`config.mk`:
```
export PLATFORM = sky130hd
export DESIGN_NAME = dnc_matrix_streamer
export DESIGN_NICKNAME = d
export VERILOG_FILES = /design/src/rtl/dnc_matrix_streamer_pkg.sv /design/src/rtl/dnc_matrix_streamer_counter.sv /design/src/rtl/dnc_matrix_streamer.sv
export SDC_FILE = /design/constraint.sdc
export NUM_CORES = 1
export LEC_CHECK = 0
export CAP_MARGIN = 40
export CORE_UTILIZATION = 46
export DETAILED_ROUTE_END_ITERATION = 6
export GPL_ROUTABILITY_DRIVEN = 0
export PLACE_DENSITY = 0.68
export SYNTH_ARGS = -nofsm -noshare
export SYNTH_HDL_FRONTEND = slang
export SYNTH_SLANG_ARGS = --single-unit
```
`constraint.sdc`:
```
create_clock -name CLK -period 11.4 [get_ports CLK]
set_input_delay 1.14 -clock CLK [delete_from_list [all_inputs] [get_ports CLK]]
set_output_delay 1.14 -clock CLK [all_outputs]
set_load 0.01 [all_outputs]
```
`src/rtl/dnc_matrix_streamer_pkg.sv`:
```
// ----------------------------------------------------------------------------
// dnc_matrix_streamer_pkg
// Shared definitions for the DNC matrix streamer:
//   - default widths for matrix elements, counters and source addresses
//   - the sequencing FSM state encoding
// ----------------------------------------------------------------------------
package dnc_matrix_streamer_pkg;

  localparam int DNC_DATA_SIZE    = 64;
  localparam int DNC_CONTROL_SIZE = 64;
  localparam int DNC_ADDRESS_SIZE = 16;

  typedef enum logic [2:0] {
    ST_IDLE      = 3'd0,
    ST_FETCH     = 3'd1,
    ST_WAIT_DATA = 3'd2,
    ST_ISSUE     = 3'd3,
    ST_WAIT_ACK  = 3'd4,
    ST_DONE      = 3'd5
  } state_e;

endpackage

```
`src/rtl/dnc_matrix_streamer_counter.sv`:
```
// ----------------------------------------------------------------------------
// dnc_matrix_streamer_counter
// Two-level nested counter that walks a matrix and produces the source
// address of the current element without a multiplier. The address is
// base + offset, where offset grows by inner_stride per inner step and base
// grows by outer_stride per outer step (offset returns to 0).
//   Row-major:    inner_stride = 1,      outer_stride = SIZE_X
//   Column-major: inner_stride = SIZE_X, outer_stride = 1
//
// Ports:
//   clk, rst_n          clock, asynchronous active-low reset
//   clear               load sizes/strides and restart at element 0
//   step                advance to the next element
//   size_inner/outer    loop bounds (sampled on clear)
//   inner/outer_stride  address increments (sampled on clear)
//   inner, outer        current loop indices
//   address             current source address (registered, wraps)
//   last_inner          current element ends an inner run
//   last_element        current element is the final one
// ----------------------------------------------------------------------------
module dnc_matrix_streamer_counter
  import dnc_matrix_streamer_pkg::*;
#(
  parameter int CONTROL_SIZE = DNC_CONTROL_SIZE,
  parameter int ADDRESS_SIZE = DNC_ADDRESS_SIZE
) (
  input  logic                    clk,
  input  logic                    rst_n,
  input  logic                    clear,
  input  logic                    step,
  input  logic [CONTROL_SIZE-1:0] size_inner,
  input  logic [CONTROL_SIZE-1:0] size_outer,
  input  logic [CONTROL_SIZE-1:0] inner_stride,
  input  logic [CONTROL_SIZE-1:0] outer_stride,
  output logic [CONTROL_SIZE-1:0] inner,
  output logic [CONTROL_SIZE-1:0] outer,
  output logic [ADDRESS_SIZE-1:0] address,
  output logic                    last_inner,
  output logic                    last_element
);

  localparam logic [CONTROL_SIZE-1:0] CNT_ZERO = {CONTROL_SIZE{1'b0}};
  localparam logic [CONTROL_SIZE-1:0] CNT_ONE  = CONTROL_SIZE'(1'b1);

  logic [CONTROL_SIZE-1:0] inner_q, inner_d;
  logic [CONTROL_SIZE-1:0] outer_q, outer_d;
  logic [CONTROL_SIZE-1:0] base_q, base_d;
  logic [CONTROL_SIZE-1:0] offset_q, offset_d;
  logic [CONTROL_SIZE-1:0] size_inner_q, size_inner_d;
  logic [CONTROL_SIZE-1:0] size_outer_q, size_outer_d;
  logic [CONTROL_SIZE-1:0] inner_stride_q, inner_stride_d;
  logic [CONTROL_SIZE-1:0] outer_stride_q, outer_stride_d;
  logic [ADDRESS_SIZE-1:0] address_q, address_d;
  logic                    last_inner_s;
  logic                    last_outer_s;

  // End-of-run detection against the latched bounds
  always_comb begin
    last_inner_s = (inner_q == (size_inner_q - CNT_ONE));
    last_outer_s = (outer_q == (size_outer_q - CNT_ONE));
  end

  // Next-state for indices, address accumulators and latched configuration
  always_comb begin
    inner_d        = inner_q;
    outer_d        = outer_q;
    base_d         = base_q;
    offset_d       = offset_q;
    size_inner_d   = size_inner_q;
    size_outer_d   = size_outer_q;
    inner_stride_d = inner_stride_q;
    outer_stride_d = outer_stride_q;
    if (clear) begin
      inner_d        = CNT_ZERO;
      outer_d        = CNT_ZERO;
      base_d         = CNT_ZERO;
      offset_d       = CNT_ZERO;
      size_inner_d   = size_inner;
      size_outer_d   = size_outer;
      inner_stride_d = inner_stride;
      outer_stride_d = outer_stride;
    end else if (step) begin
      if (last_inner_s) begin
        inner_d  = CNT_ZERO;
        offset_d = CNT_ZERO;
        outer_d  = outer_q + CNT_ONE;
        base_d   = base_q + outer_stride_q;
      end else begin
        inner_d  = inner_q + CNT_ONE;
        offset_d = offset_q + inner_stride_q;
      end
    end else begin
      inner_d = inner_q;
    end
    // Address wraps modulo 2^ADDRESS_SIZE by plain truncation
    address_d = ADDRESS_SIZE'(base_d + offset_d);
  end

  // Counter and address registers
  always_ff @(posedge clk or negedge rst_n) begin
    if (!rst_n) begin
      inner_q        <= CNT_ZERO;
      outer_q        <= CNT_ZERO;
      base_q         <= CNT_ZERO;
      offset_q       <= CNT_ZERO;
      size_inner_q   <= CNT_ZERO;
      size_outer_q   <= CNT_ZERO;
      inner_stride_q <= CNT_ZERO;
      outer_stride_q <= CNT_ZERO;
      address_q      <= {ADDRESS_SIZE{1'b0}};
    end else begin
      inner_q        <= inner_d;
      outer_q        <= outer_d;
      base_q         <= base_d;
      offset_q       <= offset_d;
      size_inner_q   <= size_inner_d;
      size_outer_q   <= size_outer_d;
      inner_stride_q <= inner_stride_d;
      outer_stride_q <= outer_stride_d;
      address_q      <= address_d;
    end
  end

  assign inner        = inner_q;
  assign outer        = outer_q;
  assign address      = address_q;
  assign last_inner   = last_inner_s;
  assign last_element = last_inner_s && last_outer_s;

endmodule

```
`src/rtl/dnc_matrix_streamer.sv`:
```
// ----------------------------------------------------------------------------
// dnc_matrix_streamer
// Upstream feeder for the DNC accelerator. Walks an L x X operand matrix held
// in a source memory one element at a time, presents each element on
// DATA_OUT with row/element strobes and waits for the accelerator's element
// acknowledge before moving on.
//
// Optional build macro DNC_MATRIX_STREAMER_TRANSPOSE_EN adds the TRANSPOSE
// input; when it is 1 on an accepted START the matrix is walked
// column-major (address = i*SIZE_X + j, column index outermost).
//
// Ports:
//   CLK, RST               clock, asynchronous active-low reset
//   START / READY          transfer request pulse / completion pulse
//   SIZE_L_IN, SIZE_X_IN   matrix dimensions, sampled on accepted START
//   MEM_ADDRESS, MEM_READ  source memory read request (data next cycle)
//   MEM_DATA               source memory read data
//   DATA_OUT               element to the accelerator
//   DATA_OUT_L_ENABLE      first element of each row (column if transposed)
//   DATA_OUT_X_ENABLE      every element
//   DATA_IN_L_ENABLE       accelerator row acknowledge (tallied only)
//   DATA_IN_X_ENABLE       accelerator element acknowledge
//   TRANSPOSE              column-major walk (macro builds only)
// ----------------------------------------------------------------------------
module dnc_matrix_streamer
  import dnc_matrix_streamer_pkg::*;
#(
  parameter int DATA_SIZE    = DNC_DATA_SIZE,
  parameter int CONTROL_SIZE = DNC_CONTROL_SIZE,
  parameter int ADDRESS_SIZE = DNC_ADDRESS_SIZE
) (
  input  logic                    CLK,
  input  logic                    RST,
  input  logic                    START,
  output logic                    READY,
  input  logic [DATA_SIZE-1:0]    SIZE_L_IN,
  input  logic [DATA_SIZE-1:0]    SIZE_X_IN,
  output logic [ADDRESS_SIZE-1:0] MEM_ADDRESS,
  output logic                    MEM_READ,
  input  logic [DATA_SIZE-1:0]    MEM_DATA,
  output logic [DATA_SIZE-1:0]    DATA_OUT,
  output logic                    DATA_OUT_L_ENABLE,
  output logic                    DATA_OUT_X_ENABLE,
`ifdef DNC_MATRIX_STREAMER_TRANSPOSE_EN
  input  logic                    TRANSPOSE,
`endif
  input  logic                    DATA_IN_L_ENABLE,
  input  logic                    DATA_IN_X_ENABLE
);

  localparam logic [CONTROL_SIZE-1:0] CNT_ZERO = {CONTROL_SIZE{1'b0}};
  localparam logic [CONTROL_SIZE-1:0] CNT_ONE  = CONTROL_SIZE'(1'b1);

  state_e                  state_q, state_d;
  logic                    mem_read_q, mem_read_d;
  logic                    x_en_q, x_en_d;
  logic                    l_en_q, l_en_d;
  logic                    ready_q, ready_d;
  logic [DATA_SIZE-1:0]    data_out_q, data_out_d;
  logic [CONTROL_SIZE-1:0] row_ack_cnt_q, row_ack_cnt_d;

  logic                    transpose_s;
  logic                    size_zero_s;
  logic [CONTROL_SIZE-1:0] size_l_s, size_x_s;
  logic [CONTROL_SIZE-1:0] size_inner_s, size_outer_s;
  logic [CONTROL_SIZE-1:0] inner_stride_s, outer_stride_s;
  logic                    cnt_clear_s, cnt_step_s;
  logic [CONTROL_SIZE-1:0] inner_s, outer_s;
  logic [ADDRESS_SIZE-1:0] address_s;
  logic                    last_inner_s, last_element_s;
  logic                    unused_s;

`ifdef DNC_MATRIX_STREAMER_TRANSPOSE_EN
  assign transpose_s = TRANSPOSE;
`else
  assign transpose_s = 1'b0;
`endif

  // Map L/X onto the counter's inner/outer loops and address strides
  always_comb begin
    size_l_s    = CONTROL_SIZE'(SIZE_L_IN);
    size_x_s    = CONTROL_SIZE'(SIZE_X_IN);
    size_zero_s = (SIZE_L_IN == {DATA_SIZE{1'b0}}) || (SIZE_X_IN == {DATA_SIZE{1'b0}});
    if (transpose_s) begin
      size_inner_s   = size_l_s;
      size_outer_s   = size_x_s;
      inner_stride_s = size_x_s;
      outer_stride_s = CNT_ONE;
    end else begin
      size_inner_s   = size_x_s;
      size_outer_s   = size_l_s;
      inner_stride_s = CNT_ONE;
      outer_stride_s = size_x_s;
    end
  end

  dnc_matrix_streamer_counter #(
    .CONTROL_SIZE (CONTROL_SIZE),
    .ADDRESS_SIZE (ADDRESS_SIZE)
  ) u_counter (
    .clk          (CLK),
    .rst_n        (RST),
    .clear        (cnt_clear_s),
    .step         (cnt_step_s),
    .size_inner   (size_inner_s),
    .size_outer   (size_outer_s),
    .inner_stride (inner_stride_s),
    .outer_stride (outer_stride_s),
    .inner        (inner_s),
    .outer        (outer_s),
    .address      (address_s),
    .last_inner   (last_inner_s),
    .last_element (last_element_s)
  );

  // Sequencing FSM: next state and counter control
  always_comb begin
    state_d     = state_q;
    cnt_clear_s = 1'b0;
    cnt_step_s  = 1'b0;
    case (state_q)
      ST_IDLE: begin
        if (START) begin
          if (size_zero_s) begin
            state_d = ST_DONE;
          end else begin
            state_d     = ST_FETCH;
            cnt_clear_s = 1'b1;
          end
        end else begin
          state_d = ST_IDLE;
        end
      end
      ST_FETCH:     state_d = ST_WAIT_DATA;
      ST_WAIT_DATA: state_d = ST_ISSUE;
      ST_ISSUE:     state_d = ST_WAIT_ACK;
      ST_WAIT_ACK: begin
        if (DATA_IN_X_ENABLE) begin
          if (last_element_s) begin
            state_d = ST_DONE;
          end else begin
            state_d    = ST_FETCH;
            cnt_step_s = 1'b1;
          end
        end else begin
          state_d = ST_WAIT_ACK;
        end
      end
      ST_DONE:      state_d = ST_IDLE;
      default:      state_d = ST_IDLE;
    endcase
  end

  // Output register next-values; strobes line up with the state being entered
  always_comb begin
    mem_read_d = (state_d == ST_FETCH);
    x_en_d     = (state_d == ST_ISSUE);
    l_en_d     = (state_d == ST_ISSUE) && (inner_s == CNT_ZERO);
    ready_d    = (state_d == ST_DONE);
    // Memory data is valid the cycle after the read strobe, i.e. in WAIT_DATA
    if (state_q == ST_WAIT_DATA) begin
      data_out_d = MEM_DATA;
    end else begin
      data_out_d = data_out_q;
    end
    if (cnt_clear_s) begin
      row_ack_cnt_d = CNT_ZERO;
    end else if (DATA_IN_L_ENABLE) begin
      row_ack_cnt_d = row_ack_cnt_q + CNT_ONE;
    end else begin
      row_ack_cnt_d = row_ack_cnt_q;
    end
  end

  // State and output registers
  always_ff @(posedge CLK or negedge RST) begin
    if (!RST) begin
      state_q       <= ST_IDLE;
      mem_read_q    <= 1'b0;
      x_en_q        <= 1'b0;
      l_en_q        <= 1'b0;
      ready_q       <= 1'b0;
      data_out_q    <= {DATA_SIZE{1'b0}};
      row_ack_cnt_q <= CNT_ZERO;
    end else begin
      state_q       <= state_d;
      mem_read_q    <= mem_read_d;
      x_en_q        <= x_en_d;
      l_en_q        <= l_en_d;
      ready_q       <= ready_d;
      data_out_q    <= data_out_d;
      row_ack_cnt_q <= row_ack_cnt_d;
    end
  end

  assign READY             = ready_q;
  assign MEM_READ          = mem_read_q;
  assign MEM_ADDRESS       = address_s;
  assign DATA_OUT          = data_out_q;
  assign DATA_OUT_X_ENABLE = x_en_q;
  assign DATA_OUT_L_ENABLE = l_en_q;

  // Row acks are only tallied and the outer index is not needed here
  assign unused_s = ^{outer_s, last_inner_s, row_ack_cnt_q};

endmodule

```
# After elaboration in Yosys (flattened, before gate mapping)
# Index checks and enable logic that the tools add are counted.
[totals]
input_bits = 197
ff_bits = 472
out_inout_bits = 84
wordCells = 63
[classes]
n_reduce_logical = 10
eq_ne = 9
n_mux = 23
addsub = 7
[ops]
columns = ["operator", "n"]
rows = [
  ["64-bit two-way mux", 12],
  ["64-bit logical NOT", 3],
  ["64-bit by 1-bit adder with 64-bit output (second input constant)", 2],
  ["64-bit equality test", 2],
  ["64-bit by 1-bit subtractor with 64-bit output (second input constant)", 2],
  ["64-bit by 1-bit adder with 64-bit output", 1],
  ["64-bit adder", 1],
  ["16-bit adder", 1],
  ["3-bit one-hot mux with 5 select lines", 1],
  ["3-bit two-way mux", 4],
  ["3-bit by 2-bit equality test with 1-bit output (second input constant)", 3],
  ["3-bit by 1-bit equality test with 1-bit output (second input constant)", 2],
  ["3-bit equality test (second input constant)", 2],
  ["1-bit two-way mux", 6],
  ["2-bit nonzero test", 2],
  ["3-bit logical NOT", 1],
  ["1-bit logical AND", 2],
  ["2-bit AND reduction", 1],
  ["1-bit logical OR", 1],
]

# Depth between registers and ports, before layout
[depth]
depth_word = 9
mapped_depth = 30
mapped_depth_nobuf = 28

# Cells and area by module
# A second synthesis with hierarchy kept.
[unflattened]
cells_unflattened = 2474
hier_area_um2 = 24598.6
[modules_own_cells]
columns = ["module", "instances", "cells_each", "seq_area_each_um2", "area_each_um2"]
rows = [
  ["dnc_matrix_streamer_counter", 1, 2247, 8408.1, 21520.6],
  ["dnc_matrix_streamer", 1, 227, 1776.7, 3078.0],
]

# Least setup slack after synthesis
# No wires, ideal clock.
[synth_path]
kind = "reg2reg"
startpoint = "reg u_counter.size_outer_q[23]"
endpoint = "reg u_counter.address_q[14], in the netlist u_counter.address[14]"
stages_incl_launch_ff = 29
n_path_buf = 3
required_time_ns = 11.284
period_less_slack_ns = 6.665
arrival_time_ns = 6.549
setup_time_ns = 0.116
slack_ns = 4.735
cell_sequence = "dfrtp_1 clkbuf_1 or4_1 or3_1 clkbuf_1 nor4_2 nand3_1 or3_1 a2111o_1 nor4_1 and4_1 nand2_1 a21oi_2 clkbuf_1 a22o_1 ha_1 inv_1 fa_1 nor2b_1 o21ai_0 a21boi_0 o21ai_0 a21boi_0 o21ai_0 a21boi_0 o21ai_0 a21oi_1 o21ai_0 o311ai_0"
[synth_between]
elab_chain_len = 9
word_cells_on_any_way = 11
classes_between = "add/sub: 2; eq/ne: 1; mux: 7; reduce/logical: 1"
[synth_lines]
columns = ["item", "line_no", "rtl"]
rows = [
  ["from (decl)", "dnc_matrix_streamer_counter.sv:50", "logic [CONTROL_SIZE-1:0] size_outer_q, size_outer_d;"],
  ["from (signal assigned)", "dnc_matrix_streamer_counter.sv:117", "size_outer_q <= size_outer_d;"],
  ["64-bit by 1-bit subtractor with 64-bit output", "dnc_matrix_streamer_counter.sv:60", "last_outer_s = (outer_q == (size_outer_q - CNT_ONE));"],
  ["64-bit equality test", "dnc_matrix_streamer_counter.sv:60", ""],
  ["1-bit logical AND", "dnc_matrix_streamer_counter.sv:128", "assign last_element = last_inner_s && last_outer_s;"],
  ["1-bit two-way mux", "dnc_matrix_streamer.sv:139", "if (last_element_s) begin"],
  ["1-bit two-way mux", "dnc_matrix_streamer.sv:138", "if (DATA_IN_X_ENABLE) begin"],
  ["1-bit two-way mux", "dnc_matrix_streamer.sv:121", "case (state_q)"],
  ["64-bit two-way mux", "dnc_matrix_streamer_counter.sv:82", "end else if (step) begin"],
  ["64-bit two-way mux", "dnc_matrix_streamer_counter.sv:73", "if (clear) begin"],
  ["net u_counter.offset_d[0]", "dnc_matrix_streamer_counter.sv:48", "logic [CONTROL_SIZE-1:0] offset_q, offset_d;"],
  ["16-bit adder", "dnc_matrix_streamer_counter.sv:96", "address_d = ADDRESS_SIZE'(base_d + offset_d);"],
  ["net u_counter.address_d[14]", "dnc_matrix_streamer_counter.sv:53", "logic [ADDRESS_SIZE-1:0] address_q, address_d;"],
  ["to (signal assigned)", "dnc_matrix_streamer_counter.sv:110", "address_q <= {ADDRESS_SIZE{1'b0}};"],
  ["to (signal assigned)", "dnc_matrix_streamer_counter.sv:120", "address_q <= address_d;"],
  ["to (decl)", "dnc_matrix_streamer_counter.sv:53", ""],
]
# The timed path passes the listed nets, and every way through them passes these cells.
# A chain may end at the register's enable or synchronous reset.

# Final worst setup path
[layout_path]
startpoint = "reg u_counter.size_inner_q[2]"
endpoint = "reg u_counter.address_q[14], in the netlist u_counter.address[14]"
[layout_between]
elab_chain_len = 9
word_cells_on_any_way = 14
classes_between = "add/sub: 3; eq/ne: 1; mux: 9; reduce/logical: 1"
[layout_lines]
columns = ["item", "line_no", "rtl"]
rows = [
  ["from (decl)", "dnc_matrix_streamer_counter.sv:49", "logic [CONTROL_SIZE-1:0] size_inner_q, size_inner_d;"],
  ["from (signal assigned)", "dnc_matrix_streamer_counter.sv:116", "size_inner_q <= size_inner_d;"],
  ["64-bit by 1-bit subtractor with 64-bit output (*)", "dnc_matrix_streamer_counter.sv:59", "last_inner_s = (inner_q == (size_inner_q - CNT_ONE));"],
  ["64-bit equality test (*)", "dnc_matrix_streamer_counter.sv:59", ""],
  ["1-bit logical AND", "dnc_matrix_streamer_counter.sv:128", ""],
  ["1-bit two-way mux", "dnc_matrix_streamer.sv:139", ""],
  ["1-bit two-way mux", "dnc_matrix_streamer.sv:138", ""],
  ["1-bit two-way mux", "dnc_matrix_streamer.sv:121", ""],
  ["64-bit two-way mux (*)", "dnc_matrix_streamer_counter.sv:82", ""],
  ["64-bit two-way mux (*)", "dnc_matrix_streamer_counter.sv:73", ""],
  ["net u_counter.offset_d[0]", "dnc_matrix_streamer_counter.sv:48", ""],
  ["16-bit adder (*)", "dnc_matrix_streamer_counter.sv:96", ""],
  ["net u_counter.address_d[14]", "dnc_matrix_streamer_counter.sv:53", ""],
]
# The timed path passes the listed nets; every way through them passes the cells marked *.

==> metrics.json <==
{
  "power": {
    "powerDensity_nw_per_um2": 209,
    "p_leak_nw": 11.0,
    "netSwitchingPower_mw": 2.26,
    "power.clock.fraction_pct": 23.5,
    "internal-power_mw": 3.64,
    "reg_power_share_pct": 38.3,
    "p_sw_share_pct": 38.3,
    "combinationalPowerShare_pct": 38.2,
    "vdd_drop_max_mv": 0.170,
    "design_power_total_mw": 5.90
  },
  "sta": {
    "worst-slew-pin-transition_ns": 1.02,
    "slew-limit-headroom_pct": 31.7,
    "final_period_minus_worst_setup_slack_ns": 8.48,
    "hold_viol_final": 0,
    "rsz0062_at_grt": "false",
    "report.final.slew_viol_count": 0,
    "fmax_achieved_ghz": 0.118,
    "tns_ns": 0,
    "setup_slack_ns": 2.92,
    "fin_skew_ns": 0.0231,
    "layout_worst_path_cycle_share_pct": 74.4,
    "final-setup-viol-count": 0
  },
  "grt": {
    "antenna_found_initial": 3,
    "global_route.usage.total_pct": 27.1,
    "first_pass_grt_wire_length_um": 114000,
    "largest_net_degree_at_the_start_of_global_routing": 176,
    "globalRoute.totalOverflow": 0,
    "number_of_global_route_vias_before_repair": 20600
  },
  "synthesis": {
    "synth_top_area_share_pct": 40.1,
    "synthCells": 2499,
    "yosysWarningCount": 0,
    "postSynthRegisterBits": 376,
    "synth_top_flop_cell": "sky130_fd_sc_hd__dfrtp_1",
    "synth_area_um2": 23500,
    "syn_nets": 2735,
    "count_of_flip_flops_with_a_built_in_enable_after_synthesis": 0,
    "post-synth-top-area-cell": "sky130_fd_sc_hd__dfrtp_1",
    "synth.yosys.seq_area_share_pct": 40.1,
    "post_synth_num_cell_types": 85,
    "post_synth_main_area_contributors": "sky130_fd_sc_hd__dfrtp_1 40%, sky130_fd_sc_hd__mux2_2 9.1%, sky130_fd_sc_hd__xnor2_1 6.8%",
    "synth.avg_cell_area_um2": 9.40,
    "asyncSetResetFlopFracSynth_pct": 100
  },
  "final_layout": {
    "antennaDiodeCount": 0,
    "filler_cell_count": 4438,
    "syn_to_final_growth_pct": 20.4,
    "seqCellArea_um2": 9410,
    "post_route_cells_drive_above_1_share_pct": 12.1,
    "area_of_the_multi_input_gates_um2": 13400,
    "design.final.nets": 2955
  },
  "place": {
    "dp_hpwl_um": 52500,
    "worst_setup_slack_after_placement_ns": 3.05,
    "port-buffer-count": 279
  },
  "die": {
    "dieHeight_um": 228,
    "die-area_um2": 52000,
    "initial_core_util_pct": 46.7,
    "placeable_core_region_um2": 50300,
    "num_io_pins": 281,
    "fp-row-count": 82,
    "die_w_um": 228
  },
  "setup_path": {
    "timing.critical_path.slowest_cell_delay_ns": 0.73,
    "cpMaxStageDelayCell": "sky130_fd_sc_hd__or4_1",
    "timing.rr.end": "u_counter.address[14]",
    "critical_path.endpoint_type": "flip-flop",
    "reg2reg_slack_ns": 2.92,
    "path_class": "reg -> reg",
    "crit_path_leading_delay_family": "simple AND/OR/NAND/NOR gates",
    "setup.worst_path.start": "u_counter.size_inner_q[2]",
    "timing.reg2reg.worst_path_depth": 26,
    "timing.rr.start": "u_counter.size_inner_q[2]",
    "wp_buf_inv": 2,
    "cpMostUsedCell": "sky130_fd_sc_hd__o21ai_0",
    "worst-endpoint-required_ns": 11.86,
    "critPathArrivalTime_ns": 8.94,
    "worstSetupStartpointType": "flip-flop",
    "critPathMaxFanout": 64
  },
  "route": {
    "detailed_router_iteration_count_before_antenna_repair": 6,
    "totalWireLength_um": 71000,
    "initialDrtViolationCount": 1846,
    "drc": 0,
    "final_antenna_net_count": 0,
    "detail_route.vias_per_cell": 6.10,
    "detailroute.via_count": 20900,
    "wl_per_cell_um": 20.7
  },
  "outcome": {
    "status": "finished, final reports clean"
  },
  "clock_tree": {
    "worst_setup_hold_path_clk_slew_ns": 0.06,
    "tritoncts": "yes",
    "tritoncts_num_sinks": 376,
    "cts.repair_timing.setup_buffer_count": 0,
    "cts_made_buffers": 42,
    "clk-insertion-delay-late_ns": 0.59,
    "ctsLongestPathBuffers": 3,
    "cts-resized-gates": 0,
    "cts.hold.buffers_added": 0,
    "clockRootBuffer": "sky130_fd_sc_hd__clkbuf_16",
    "clock_tree.htree_level_count": 2
  },
  "worst_hold_path": {
    "hold_path_class": "in -> async"
  },
  "flow_run": {
    "drv.max_cap_violation_count": 0
  }
}
through the flow:
stage / hold slack (ns) / std cells / cell area, um2 / utilization [%]
2_1_floorplan: 0.447 / 2499 / 23500 / -
3_3_place_gp: 0.461 / 3340 / 26800 / 53.2
3_5_place_dp: 0.466 / 3347 / 26900 / 53.5
4_1_cts: 0.472 / 3424 / 28300 / 56.2
5_1_grt: 0.494 / 3424 / 28300 / 56.2
6_report: 0.463 / 3424 / 28300 / 56.2
cell type report:
cell class / count / area share, %
clock buffers: 58 / 4.11
well taps: 672 / 2.97
multi-input cells: 1936 / 47.2
flip-flops and latches: 376 / 33.3
clock inverters: 19 / 0.827
inverters: 63 / 0.836
repair buffers: 300 / 10.8
worst max-delay path by stage:
stage	endpoint	slack, ns	cells past startpoint
2_1_floorplan	u_counter.address[14]	4.73	28
3_3_place_gp	u_counter.address[14]	3.22	26
3_5_place_dp	u_counter.address[14]	3.05	26
4_1_cts	u_counter.address[14]	2.98	26
5_1_grt	u_counter.address[14]	2.11	26
6_report	u_counter.address[14]	2.92	26
power by group through the flow:
stage	clock network (mW)	logic, mW	registers, mW
detailed placement	0	2.22	2.25
global placement	0	2.17	2.23
floorplan	0	1.51	2.09
global route	1.47	2.42	2.31
finish	1.39	2.25	2.26
CTS	1.42	2.24	2.24
metal layers:
layer / vias up / global-route usage, % / part of all wire, %
met3: 185 / 5.64 / 7.9
met4: 6 / 10.7 / 3.9
met1: 10100 / 35.5 / 42
met2: 902 / 43.9 / 46
met5: - / 0 / 0.048
li1: 9673 / - / -
logic make-up after synthesis:
logic type / synth area share [%]
AOI/OAI and AO/OA: 10.9
DFF: 40.1
adders and majority gates: 2.14
xor gates and xnor gates: 9.69
muxes: 9.98
and+or+nand+nor: 24.0
buffers and inverters: 3.19
layout by cell type, fill, tap and decap left out, types with 14 or more instances in the layout:
master / n
sky130_fd_sc_hd__mux2_2: 190
sky130_fd_sc_hd__and2_1: 14
sky130_fd_sc_hd__ha_1: 37
sky130_fd_sc_hd__or3_1: 42
sky130_fd_sc_hd__or2_2: 16
sky130_fd_sc_hd__xor2_1: 77
sky130_fd_sc_hd__nand2_1: 141
sky130_fd_sc_hd__a21oi_1: 74
sky130_fd_sc_hd__inv_1: 63
sky130_fd_sc_hd__clkbuf_16: 42
sky130_fd_sc_hd__o31ai_1: 45
sky130_fd_sc_hd__nor4_1: 132
sky130_fd_sc_hd__o21ai_0: 135
sky130_fd_sc_hd__nor2_1: 210
sky130_fd_sc_hd__mux2i_1: 19
sky130_fd_sc_hd__dfrtp_1: 376
sky130_fd_sc_hd__nor3_1: 106
sky130_fd_sc_hd__nand2b_1: 23
sky130_fd_sc_hd__clkdlybuf4s50_1: 278
sky130_fd_sc_hd__a31oi_1: 16
sky130_fd_sc_hd__and3_1: 59
sky130_fd_sc_hd__nand3_1: 91
sky130_fd_sc_hd__or4_1: 30
sky130_fd_sc_hd__xnor2_1: 183
sky130_fd_sc_hd__and4_1: 21
sky130_fd_sc_hd__nand4_1: 62
worst reg2reg max path, delay by kind of cell (launching register included):
family                   cells  cell delay [ns]
adder cells (fa/ha/maj)      2             0.60
flip-flops                   1             0.50
AND/OR/NAND/NOR              9             3.85
AO/OA/AOI/OAI               13             2.86
buffers and inverters        2             0.56
cell usage after synthesis (all sizes together), types with 5 or more instances:
master	count
a21o	9
a2111oi	5
nand4	63
or2	17
xnor2	183
a31o	8
nor2b	13
nand2	142
nor3	109
o31a	7
nor2	211
o2111ai	9
o31ai	45
nand2b	23
nor3b	9
or4	34
and2	14
nor4	141
inv	63
nand4b	5
nor4b	9
mux2i	19
nand3b	11
mux2	191
o22ai	5
or3	42
buf	23
xor2	77
a21oi	75
nand3	92
ha	37
and4	21
and3	59
dfrtp	376
o211ai	11
a31oi	16
o21ai	136
o21bai	8
o21a	7
clkbuf	101
a211oi	13
state kept, by name, indices dropped and copies added, names as in the netlist, 16 cells and up:
register and cells:
DATA_OUT 64, u_counter.address 16, u_counter.base_q 16, u_counter.inner 64
u_counter.offset_q 16, u_counter.outer 64, u_counter.size_inner_q 64, u_counter.size_outer_q 64
No activity file was read; power rests on OpenSTA's default activity.
